===== config.mk =====
export PLATFORM = sky130hd
export DESIGN_NAME = prn_range_sampler
export DESIGN_NICKNAME = d
export VERILOG_FILES = /design/src/rtl/prn_range_sampler_pkg.sv /design/src/rtl/prn_range_sampler_fifo.sv /design/src/rtl/prn_range_sampler.sv
export SDC_FILE = /design/constraint.sdc
export NUM_CORES = 1
export LEC_CHECK = 0
export CORE_ASPECT_RATIO = 0.7
export CORE_UTILIZATION = 50
export CTS_BUF_LIST = sky130_fd_sc_hd__clkbuf_4
export DETAILED_ROUTE_END_ITERATION = 12
export PLACE_DENSITY_LB_ADDON = 0.25
export SLEW_MARGIN = 20
export SYNTH_ARGS = -nofsm -noshare
export SYNTH_HDL_FRONTEND = slang
export SYNTH_SLANG_ARGS = --single-unit

===== constraint.sdc =====
create_clock -name clk -period 6.45 [get_ports clk]
set_input_delay 1.29 -clock clk [delete_from_list [all_inputs] [get_ports clk]]
set_output_delay 1.29 -clock clk [all_outputs]
set_load 0.02 [all_outputs]

===== src/rtl/prn_range_sampler_pkg.sv =====
// Shared definitions for the PRN range sampler: FSM encodings, default width, mask helper.
package prn_range_sampler_pkg;

    localparam int DEF_WIDTH = 8;

    typedef enum logic [1:0] {
        ST_IDLE   = 2'd0,
        ST_LOAD   = 2'd1,
        ST_SAMPLE = 2'd2
    } state_t;

    // Smallest 2^k-1 covering the bound: smear the highest set bit into all lower bits.
    function automatic logic [31:0] mask_for(input logic [31:0] bound);
        logic [31:0] m;
        m = bound;
        m = m | (m >> 1);
        m = m | (m >> 2);
        m = m | (m >> 4);
        m = m | (m >> 8);
        m = m | (m >> 16);
        return m;
    endfunction

endpackage


===== src/rtl/prn_range_sampler_fifo.sv =====
// First-word-fall-through FIFO holding accepted samples; head entry is driven from storage.
module prn_sample_fifo #(
    parameter int WIDTH = 8,
    parameter int DEPTH = 4
) (
    input  logic             clk,
    input  logic             rst,
    input  logic             push,
    input  logic             pop,
    input  logic [WIDTH-1:0] din,
    output logic [WIDTH-1:0] dout,
    output logic             empty,
    output logic             full
);

    localparam int AW = $clog2(DEPTH);

    logic [WIDTH-1:0] mem [DEPTH];
    logic [AW-1:0]    wr_ptr;
    logic [AW-1:0]    rd_ptr;
    logic [AW:0]      count;
    logic             do_push;
    logic             do_pop;

    assign empty   = (count == '0);
    assign full    = (count == (AW+1)'(DEPTH));
    assign do_pop  = pop && !empty;
    // A full FIFO can still take a push when the head leaves in the same cycle.
    assign do_push = push && (!full || do_pop);
    assign dout    = mem[rd_ptr];

    // Storage, pointers (wrap modulo DEPTH) and occupancy count.
    always_ff @(posedge clk or posedge rst) begin
        if (rst) begin
            wr_ptr <= '0;
            rd_ptr <= '0;
            count  <= '0;
            for (int i = 0; i < DEPTH; i++) begin
                mem[i] <= '0;
            end
        end else begin
            if (do_push) begin
                mem[wr_ptr] <= din;
                wr_ptr      <= wr_ptr + AW'(1);
            end
            if (do_pop) begin
                rd_ptr <= rd_ptr + AW'(1);
            end
            case ({do_push, do_pop})
                2'b10:   count <= count + (AW+1)'(1);
                2'b01:   count <= count - (AW+1)'(1);
                default: count <= count;
            endcase
        end
    end

endmodule


===== src/rtl/prn_range_sampler.sv =====
// Mask-and-reject sampler turning a raw PRN byte stream into uniform integers in [0, range_max].
module prn_range_sampler
    import prn_range_sampler_pkg::*;
#(
    parameter int WIDTH = DEF_WIDTH,
    parameter int DEPTH = 4
) (
    input  logic             clk,
    input  logic             rst,
    input  logic [WIDTH-1:0] prn,
    input  logic             en,
    input  logic [WIDTH-1:0] range_max,
    output logic [WIDTH-1:0] out_data,
    output logic             out_valid,
    input  logic             out_ready,
    output logic             full,
    output logic [WIDTH-1:0] rej_cnt
);

    state_t           state;
    state_t           state_nxt;
    logic [WIDTH-1:0] bound_q;
    logic [WIDTH-1:0] mask_q;
    logic [WIDTH-1:0] cand;
    logic             sampling;
    logic             accept;
    logic             reject;
    logic             push;
    logic             pop;
    logic             empty;

    assign sampling  = (state == ST_SAMPLE);
    assign cand      = prn & mask_q;
    assign accept    = sampling && (cand <= bound_q);
    assign reject    = sampling && (cand > bound_q);
    assign pop       = out_valid && out_ready;
    assign push      = accept && (!full || pop);
    assign out_valid = !empty;

    // State register.
    always_ff @(posedge clk or posedge rst) begin
        if (rst) begin
            state <= ST_IDLE;
        end else begin
            state <= state_nxt;
        end
    end

    // Next-state: a new bound is only taken after en has been low for a cycle.
    always_comb begin
        state_nxt = state;
        case (state)
            ST_IDLE:   if (en) state_nxt = ST_LOAD;
            ST_LOAD:   state_nxt = ST_SAMPLE;
            ST_SAMPLE: if (!en) state_nxt = ST_IDLE;
            default:   state_nxt = ST_IDLE;
        endcase
    end

    // Capture the bound and its covering mask during the single LOAD cycle.
    always_ff @(posedge clk or posedge rst) begin
        if (rst) begin
            bound_q <= '0;
            mask_q  <= '0;
        end else if (state == ST_LOAD) begin
            bound_q <= range_max;
            mask_q  <= WIDTH'(mask_for(32'(range_max)));
        end
    end

    // Saturating count of out-of-range candidates; FIFO-full drops are not rejections.
    always_ff @(posedge clk or posedge rst) begin
        if (rst) begin
            rej_cnt <= '0;
        end else if (reject && (rej_cnt != '1)) begin
            rej_cnt <= rej_cnt + WIDTH'(1);
        end
    end

    prn_sample_fifo #(
        .WIDTH (WIDTH),
        .DEPTH (DEPTH)
    ) u_fifo (
        .clk   (clk),
        .rst   (rst),
        .push  (push),
        .pop   (pop),
        .din   (cand),
        .dout  (out_data),
        .empty (empty),
        .full  (full)
    );

endmodule


==> out/metrics.csv <==
stage,metric,value,unit
outcome,status,finished clean,
clock_tree,cts_made_buffers,9,
route,drt-vias-per-instance,5.237,
route,drtIter0Drc,89,
setup_path,r2r_cells,13,
clock_tree,post_cts_buffers,0,
synth,synth_edf_count,0,
synth,yosysMostFrequentCell,dfrtp_1,
synth,async_flop_share,1.000,
synth,synth_seq_area_share,0.5039,
route,ant_nets,0,
timing,fin_crit_sh,0.5978,
place,place.gp.congestion,0.7783,
synth,ys_warn_count,0,
route,drc,0,
setup_path,r2r-start,mask_q[5],
synth,yosys-top-cells-count,"dfrtp_1, nand2_1, mux2_2, mux2_4, inv_1",
synth,syn_area,3178,um^2
min_path,hp-start,state[1],
global_routing,grt_pass1_wl,9763,um
synth,ys.flop_type,dfrtp_1,
place,dp.cells,356,
clock_tree,ctsHoldBuffers,0,
setup_path,r2r_end,u_fifo.count[2],
setup_path,r2r_slack,3.55,ns
clock_tree,root_buffer,clkbuf_4,
clock_tree,tritoncts,yes,
finish,area_delta_synth_final,17.36,%
floorplan,dieWidth,97.29,um
global_routing,grt_pass1_vias,1977,
clock_tree,clk-insertion-delay-late,0.41,ns
flow_run,maxCapViolations,0,
synth,synthTopCellsByArea,"dfrtp_1, mux2_4, mux2_2",
timing,rsz0062_at_grt,false,
clock_tree,clk_pin_slew,0.10,ns
finish,utilization,0.6292,
setup_path,cp-end-kind,flop,
finish,drive_gt1_frac,0.2323,
finish,stdcell_count,372,
floorplan,start_util,0.5361,
power,power.leakage,0.001713,uW
place,portBuffers,37,
power,max-vdd-ir-drop,0.2133,mV
min_path,hold_depth,1,
clock_tree,cts_max_path_buffers,2,
synth,yosys_register_bits,64,
timing,fin_skew,0.01189,ns
setup_path,cp-start-kind,input port,
setup_path,crit_fanout,12,
setup_path,critPathArrivalTime,4.15,ns
timing,final_hold_viol_count,0,
synth,netlist_instances,252,
global_routing,overflow,0,
synth,syn-num-nets,286,
global_routing,antenna_found_initial,0,
synth,postSynthAreaPerCell,12.61,um^2
setup_path,critPathKind,input port to flop,
floorplan,die_area,6684,um^2
setup_path,required,6.74,ns
global_routing,grt_util_all_layers,0.1964,
route,num_vias,1948,
floorplan,io_pins,38,
floorplan,die_y,68.70,um
power,cellPowerDensity,481.6,nW/um^2
route,wire_per_inst,15.43,um
clock_tree,cts_htree_levels,3,
clock_tree,ctsResizeCount,0,
timing,relSlewSlack,0.3264,
floorplan,row_count,23,
timing,finalCriticalPeriod,3.856,ns
timing,fmax,259.3,MHz
min_path,holdCritPathClass,flop to flop,
route,drt_pass1_iterations,4,
global_routing,grt_max_degree,65,
clock_tree,clock-sinks,64,
min_path,min_to,state[0],
timing,finalSetupViolCount,0,
synth,synth.largest_area_cell,dfrtp_1,
timing,slew_violations,0,
synth,synth_top_cell_area_share,0.5039,
finish,diodes,0,
place,dp_hpwl,3935,um
floorplan,core_area,5928,um^2
timing,fin_tns_setup,0,ns
synth,synth_cell_types,39,
timing,worst_pin_slew,0.9974,ns
route,drt-total-wl,5739,um
finish,layout.nets,326,
-- sequential cells by signal, indices dropped and copies added, names as in the netlist --
register	flops
u_fifo.rd_ptr	2
u_fifo.count	3
mask_q	7
rej_cnt	8
u_fifo.wr_ptr	2
state	2
u_fifo.mem	32
bound_q	8
-- final cells by class --
cell class / instances / area, um^2
clock buffers: 9 / 67.56
clock inverters: 7 / 86.33
fillers: 474 / 2198
inverters: 16 / 60.06
multi-input cells: 162 / 1435
flip-flops and latches: 64 / 1602
well taps: 75 / 93.84
repair buffers: 39 / 385.4
-- per-layer routing --
layer	global-route usage	up-vias	wire, um
li1	-	950	-
met1	0.2629	948	2924
met2	0.3072	46	2511
met3	0.07460	4	258
met4	0.04963	0	45
met5	0	-	0
-- worst max-delay path: stages --
cell	delay [ns]
clkdlybuf4s50_1	0.45
and2_1	0.25
ha_1	0.31
a211oi_2	0.23
nor3_2	0.09
mux2_2	0.27
o21ai_2	0.20
nand2_1	0.21
ha_1	0.27
inv_1	0.07
fa_1	0.17
xor2_1	0.14
nor2_1	0.06
xor2_1	0.14
-- cell usage in the layout (no fill, tap or decap), types with 2 or more instances in the layout --
| master | instances |
|---|---|
| bufinv_16 | 2 |
| nor4_1 | 2 |
| clkdlybuf4s50_1 | 37 |
| o21ai_0 | 12 |
| buf_4 | 2 |
| nor3_1 | 4 |
| and3_4 | 2 |
| mux2_2 | 19 |
| inv_1 | 14 |
| nor2b_1 | 2 |
| nand4_1 | 2 |
| mux4_2 | 8 |
| xor2_1 | 9 |
| clkinv_2 | 3 |
| nand2_1 | 28 |
| xnor2_1 | 4 |
| nor3b_1 | 2 |
| inv_2 | 2 |
| and3_1 | 3 |
| a21oi_1 | 2 |
| nand3_1 | 7 |
| nor2_1 | 5 |
| dfrtp_1 | 64 |
| clkbuf_4 | 9 |
| and2_1 | 9 |
| mux2_4 | 16 |
| ha_1 | 13 |
| or3_1 | 2 |
-- power breakdown --
| part | switching [uW] | total (uW) | internal [uW] |
|---|---|---|---|
| sequential | 121 | 692 | 570 |
| combinational | 372 | 808 | 436 |
| clock | 143 | 297 | 154 |
-- cell families after synthesis --
kind of cell	share of synthesized area
simple gates	0.1209
flops	0.5039
mux	0.1996
buf+inv	0.04448
compound gates	0.03780
fa+ha+maj	0.05748
xor+xnor	0.03583
-- through the flow --
stage / setup slack, ns / instance area [um^2] / hold slack, ns / total power, uW
after global routing: 2.443 / 3730 / 0.5105 / 1933
final: 2.594 / 3730 / 0.4728 / 1796
after detailed placement: 2.217 / 3576 / 0.4569 / 1513
after global placement: 2.312 / 3576 / 0.4534 / 1489
after floorplan: 2.872 / 3178 / 0.4375 / 1294
after CTS: 2.622 / 3730 / 0.4742 / 1816
-- worst max path at each step --
| stage | endpoint | from | slack, ns | cells after the start |
|---|---|---|---|---|
| global placement | u_fifo.count[2] | prn[5] | 2.31 | 14 |
| detailed placement | u_fifo.count[2] | prn[5] | 2.22 | 14 |
| global route | u_fifo.count[2] | prn[5] | 2.44 | 14 |
| CTS | u_fifo.count[2] | prn[5] | 2.62 | 14 |
| finish | u_fifo.count[2] | prn[5] | 2.59 | 14 |
| floorplan | u_fifo.count[2] | prn[5] | 2.87 | 14 |
No activity file was read; power rests on OpenSTA's default activity.
